<file path="src/rtl/alu_share_arb.sv">
// Round-robin sharing of one combinational ALU between two requesters,
// with a one-entry issue stage and a one-entry response slot per requester.
module alu_share_arb #(
  parameter int DATA_W  = 32,
  parameter int FUNCT_W = 4
) (
  input  logic               clk,
  input  logic               resetn,
  input  logic               req0_valid,
  output logic               req0_ready,
  input  logic [FUNCT_W-1:0] req0_funct,
  input  logic [DATA_W-1:0]  req0_in1,
  input  logic [DATA_W-1:0]  req0_in2,
  input  logic               req1_valid,
  output logic               req1_ready,
  input  logic [FUNCT_W-1:0] req1_funct,
  input  logic [DATA_W-1:0]  req1_in1,
  input  logic [DATA_W-1:0]  req1_in2,
  output logic               resp0_valid,
  input  logic               resp0_ready,
  output logic [DATA_W-1:0]  resp0_data,
  output logic               resp1_valid,
  input  logic               resp1_ready,
  output logic [DATA_W-1:0]  resp1_data,
  output logic [FUNCT_W-1:0] alu_funct,
  output logic [DATA_W-1:0]  alu_in1,
  output logic [DATA_W-1:0]  alu_in2,
  input  logic [DATA_W-1:0]  alu_out
);

  typedef enum logic {
    IDLE = 1'b0,
    BUSY = 1'b1
  } state_t;

  state_t state;
  logic   owner;
  logic   last_grant;
  logic   elig0;
  logic   elig1;
  logic   grant0;
  logic   grant1;

  // One op in flight per requester; the requester not granted last wins ties.
  always_comb begin
    elig0  = req0_valid
           && !(state == BUSY && !owner)
           && (!resp0_valid || resp0_ready);
    elig1  = req1_valid
           && !(state == BUSY && owner)
           && (!resp1_valid || resp1_ready);
    grant0 = elig0 && (!elig1 || last_grant);
    grant1 = elig1 && (!elig0 || !last_grant);
  end

  assign req0_ready = grant0;
  assign req1_ready = grant1;

  // Issue stage: load the granted op, otherwise drop back to IDLE with ALU inputs zeroed.
  always_ff @(posedge clk or negedge resetn) begin
    if (!resetn) begin
      state      <= IDLE;
      owner      <= 1'b0;
      last_grant <= 1'b1;
      alu_funct  <= '0;
      alu_in1    <= '0;
      alu_in2    <= '0;
    end else begin
      unique case (1'b1)
        grant0: begin
          state      <= BUSY;
          owner      <= 1'b0;
          last_grant <= 1'b0;
          alu_funct  <= req0_funct;
          alu_in1    <= req0_in1;
          alu_in2    <= req0_in2;
        end
        grant1: begin
          state      <= BUSY;
          owner      <= 1'b1;
          last_grant <= 1'b1;
          alu_funct  <= req1_funct;
          alu_in1    <= req1_in1;
          alu_in2    <= req1_in2;
        end
        default: begin
          state     <= IDLE;
          alu_funct <= '0;
          alu_in1   <= '0;
          alu_in2   <= '0;
        end
      endcase
    end
  end

  // Response slots: drain on ready, and a capture from the ALU overrides the drain.
  always_ff @(posedge clk or negedge resetn) begin
    if (!resetn) begin
      resp0_valid <= 1'b0;
      resp0_data  <= '0;
      resp1_valid <= 1'b0;
      resp1_data  <= '0;
    end else begin
      if (resp0_ready) resp0_valid <= 1'b0;
      if (resp1_ready) resp1_valid <= 1'b0;
      if (state == BUSY && !owner) begin
        resp0_valid <= 1'b1;
        resp0_data  <= alu_out;
      end
      if (state == BUSY && owner) begin
        resp1_valid <= 1'b1;
        resp1_data  <= alu_out;
      end
    end
  end

endmodule
</file>
<file path="config.mk">
export PLATFORM = sky130hd
export DESIGN_NAME = alu_share_arb
export DESIGN_NICKNAME = d
export VERILOG_FILES = /design/src/rtl/alu_share_arb.sv
export SDC_FILE = /design/constraint.sdc
export NUM_CORES = 1
export LEC_CHECK = 0
export CORE_AREA = 2 2 122 124
export CTS_CLUSTER_DIAMETER = 200
export DETAILED_ROUTE_END_ITERATION = 10
export DIE_AREA = 0 0 124 126
export PLACE_DENSITY_LB_ADDON = 0.1
export SYNTH_ARGS = -nofsm -noshare
export SYNTH_HDL_FRONTEND = slang
export SYNTH_SLANG_ARGS = --single-unit
</file>
<file path="constraint.sdc">
create_clock -name clk -period 3.1 [get_ports clk]
set_input_delay 0.62 -clock clk [delete_from_list [all_inputs] [get_ports clk]]
set_output_delay 0.62 -clock clk [all_outputs]
set_load 0.005 [all_outputs]
</file>
---- Yosys cells after proc, flatten, opt, wreduce, memory -nomap -nowiden ----
Index checks and enable logic that the tools add are counted.
word-level totals
  bits in registers ....................... 137
  bits of input ports ..................... 174
  output and inout port bits .............. 136
  logic and storage cells ................. 43
cells by class
  muxes and demuxes ....................... 9
  reductions and logical operators ........ 24
operators with widths
  operator                             number
  one-hot mux 32 bit (2 select lines)  2
  logical AND 1 bit                    8
  zero test 1 bit                      8
  one-hot mux 4 bit (2 select lines)   1
  nonzero test 2 bit                   3
  2-to-1 mux 1 bit                     5
  logical OR 1 bit                     4
  one-hot mux 1 bit (2 select lines)   1
  OR reduction 2 bit                   1

---- Logic depth before layout (Yosys ltp) ----
  depth after elaboration ................. 10
  gate-level depth with buffers ........... 7
  mapped depth without buffers ............ 4

---- Worst setup path before layout ----
Ideal clock, no wire load.
  path kind ............................... input port to output port
  start point ............................. input port resp1_ready
  end point ............................... output port req0_ready
  arrival time ............................ 1439 ps
  required time ........................... 2480 ps
  path slack .............................. 1041 ps
  cell stages on the path ................. 4
  cells stage by stage .................... nand2b_1 nand4_1 nor3b_2 clkbuf_1
on the way
  word-level cells in the longest chain between the ends .. 5
RTL lines
  element            RTL line  source
  start, declared    23        input logic resp1_ready,
  logical OR 1 bit   51        && (!resp1_valid || resp1_ready);
  logical AND 1 bit  51
  zero test 1 bit    52        grant0 = elig0 && (!elig1 || last_grant);
  logical OR 1 bit   52
  logical AND 1 bit  52
  end, declared      10        output logic req0_ready,
Every way passes these cells.

---- Final worst setup path ----
  start point ............................. input port resp0_ready
  end point ............................... output port req0_ready
on the way
  word-level cells in the longest chain between the ends .. 3
RTL lines
  element            RTL line  source
  start, declared    20        input logic resp0_ready,
  logical OR 1 bit   48        && (!resp0_valid || resp0_ready);
  logical AND 1 bit  48
  logical AND 1 bit  52
Every way passes these cells.

==> impl_metrics.yaml <==
yosys:
  syn_nets: 484
  netlist_top_cells_area: "dfrtp_1 (68%), mux2_2 (14%), a22o_1 (12%)"
  yosysWarnings: 0
  synth_top_cell_area_share_pct: 68.4
  synth_area_per_cell_sq_um: 16.0
  synth_cell_types: 21
  synth_seq_cells: 137
  ys_seq_area_share_pct: 69.0
  yosys.area.top_type: "dfrtp_1"
  netlist_instances: 310
  syn_area_sq_um: 4970
clocking:
  cts_max_level: 4
  cts_buffer_depth: 2
  clk_latency_ns: 0.41
  clkTransAtPathRegs_ns: 0.05
  clock-sinks: 137
  ctsResizeCount: 0
  root_buffer: "clkbuf_16"
  cts_tree: "done"
  post-cts-setup-buffer-count: 0
  cts_buffers: 17
  ctsHoldBuffers: 0
detailed_routing:
  vias_per_cell: 4.76
  num_vias: 3899
  wl_mm: 15.2
  drtIter0Drc: 148
  dr.pass1.iters: 4
  wire_per_inst_microns: 18.6
  drc: 0
  ant_nets: 0
floorplan:
  dieArea_sq_um: 15600
  core_sq_um: 14300
  rows: 44
  die_w_microns: 124
  io_pins: 310
  die_h_microns: 126
  initial_core_util_pct: 34.7
setup_path:
  cp_max_fo: 4
  r2r_setup_slack_ns: 1.11
  crit_type: "in2out"
  critPathCaptureType: "output pin"
  cp-start-kind: "input port"
  cp_data_required_time_ns: 2.48
  cp.arrival_ns: 2.14
sta:
  drv_slew: 0
  setup_viol: 0
  rsz0062_at_grt: "no"
  min_period_ns: 2.76
  tns_ns: 0
  tightest_slew_ns: 0.743
  fmax_mhz: 362
  slew_headroom_pct: 50.5
  hold_viol_final: 0
  fin_skew_ns: 0.00421
  period_share_pct: 89.1
grt:
  globalRouteOverflowTotal: 0
  grt_pass1_wl_mm: 22.5
  grt_pass1_vias: 4117
  grt_max_degree: 70
  antenna_found_initial: 0
  grt_usage_pct: 19.7
layout:
  regArea_sq_um: 3430
  multi_input_area_sq_um: 1440
  fin_util_pct: 61.5
  final_cell_mix: "clkdlybuf4s50_1 (308), dfrtp_1 (136), a22o_1 (68)"
  syn_to_final_growth_pct: 77.0
  final_area_sq_um: 8800
  fin_nets: 796
  num_antenna_cells: 0
  drive_above_1_share_pct: 16.4
  nFillCells: 1168
  layout_commonest_cell: "clkdlybuf4s50_1"
placement:
  globalplace.congestion: 0.842
  place_area_sq_um: 8250
  numPortBuffers: 309
  post-dp-hpwl_mm: 11.4
pwr:
  pwr-share-seq_pct: 35.7
  net-switching-power_mw: 2.18
  p_clk_share_pct: 23.2
  power.leakage_nw: 3.75
  switching_share_pct: 27.1
  p_comb_share_pct: 41.1
  power_per_cell_area_nw_per_um2: 914
  p_int_mw: 5.86
  vdd_drop_max_uv: 404
flow_run:
  max_cap_violations: 0
min_path:
  min_path_type: "in2async"
outcome:
  outcome: "finished clean"
synthesized netlist by cell type (all sizes together):
master    n
dfrtp   136
clkbuf    5
a21oi     2
inv       2
nand3     1
nand2     5
and4b     1
nand2b    2
dfstp     1
nor2b     1
mux2     64
a22o     68
nor3b     1
nand4     1
o21ai     2
buf      16
a211oi    1
nor2      1
area by class of cell:
type / instances / share of cell area (%)
clock buffer: 23 / 5.43
clock inverter: 9 / 0.824
inverter: 2 / 0.0853
multi-input combinational: 150 / 16.4
sequential: 137 / 39.0
tap: 184 / 2.61
timing repair buffer: 314 / 35.7
power by group through the flow:
stage	Combinational [mW]	Sequential [mW]	Clock, mW
after floorplan	1.19	2.95	0
after global placement	3.32	2.86	0
after detailed placement	3.35	2.90	0
after CTS	3.37	2.88	1.92
after global routing	3.55	2.96	2.00
final	3.31	2.87	1.87
stage by stage:
step | hold WS, ns | std cells | power, mW | worst slack, ns
6_report | 0.183 | 819 | 8.04 | 0.338
5_1_grt | 0.240 | 819 | 8.52 | 0.171
4_1_cts | 0.212 | 819 | 8.16 | 0.302
3_5_place_dp | 0.493 | 787 | 6.25 | 0.317
3_3_place_gp | 0.488 | 787 | 6.18 | 0.311
2_1_floorplan | 0.324 | 310 | 4.14 | 1.04
routing by layer:
layer  vias to the layer above  track usage [%]  wire length [microns]
met4                         0             9.12                    423
li1                       1768                -                      -
met5                         -                0                      0
met2                       191             33.4                   7630
met1                      1909             20.5                   5410
met3                        31             9.28                   1730
critical path, stage by stage:
cell and delay, ns:
clkdlybuf4s50_1 0.45, nand2b_1 0.13, nand2_1 0.14, nor3b_4 0.24, clkdlybuf4s50_1 0.56
registers in the layout, indices dropped and copies added (netlist names):
signal / count
alu_funct: 4
alu_in1: 32
alu_in2: 32
last_grant: 1
owner: 1
resp0_data: 32
resp0_valid: 1
resp1_data: 32
resp1_valid: 1
state: 1
kinds of logic after synthesis:
family,Yosys count,share of synthesized area [%]
DFF,137,69.0
AOI/OAI and AO/OA,73,12.5
and+or+nand+nor,13,1.71
muxes,64,14.5
buffers and inverters,23,2.31
path summary, 6_finish.rpt:
path | depth (start not counted) | startpoint | to
setup / recovery | 5 | resp0_ready | req0_ready
hold / removal | 1 | resetn | resp0_data[5]
setup reg to reg | 5 | owner | alu_in1[26]
hold reg to reg | 1 | resp1_data[21] | resp1_data[21]
max in group asynchronous | 2 | resetn | alu_in2[24]
min in group clk | 1 | resp1_data[21] | resp1_data[21]
Power figures use the tool's default switching activity.
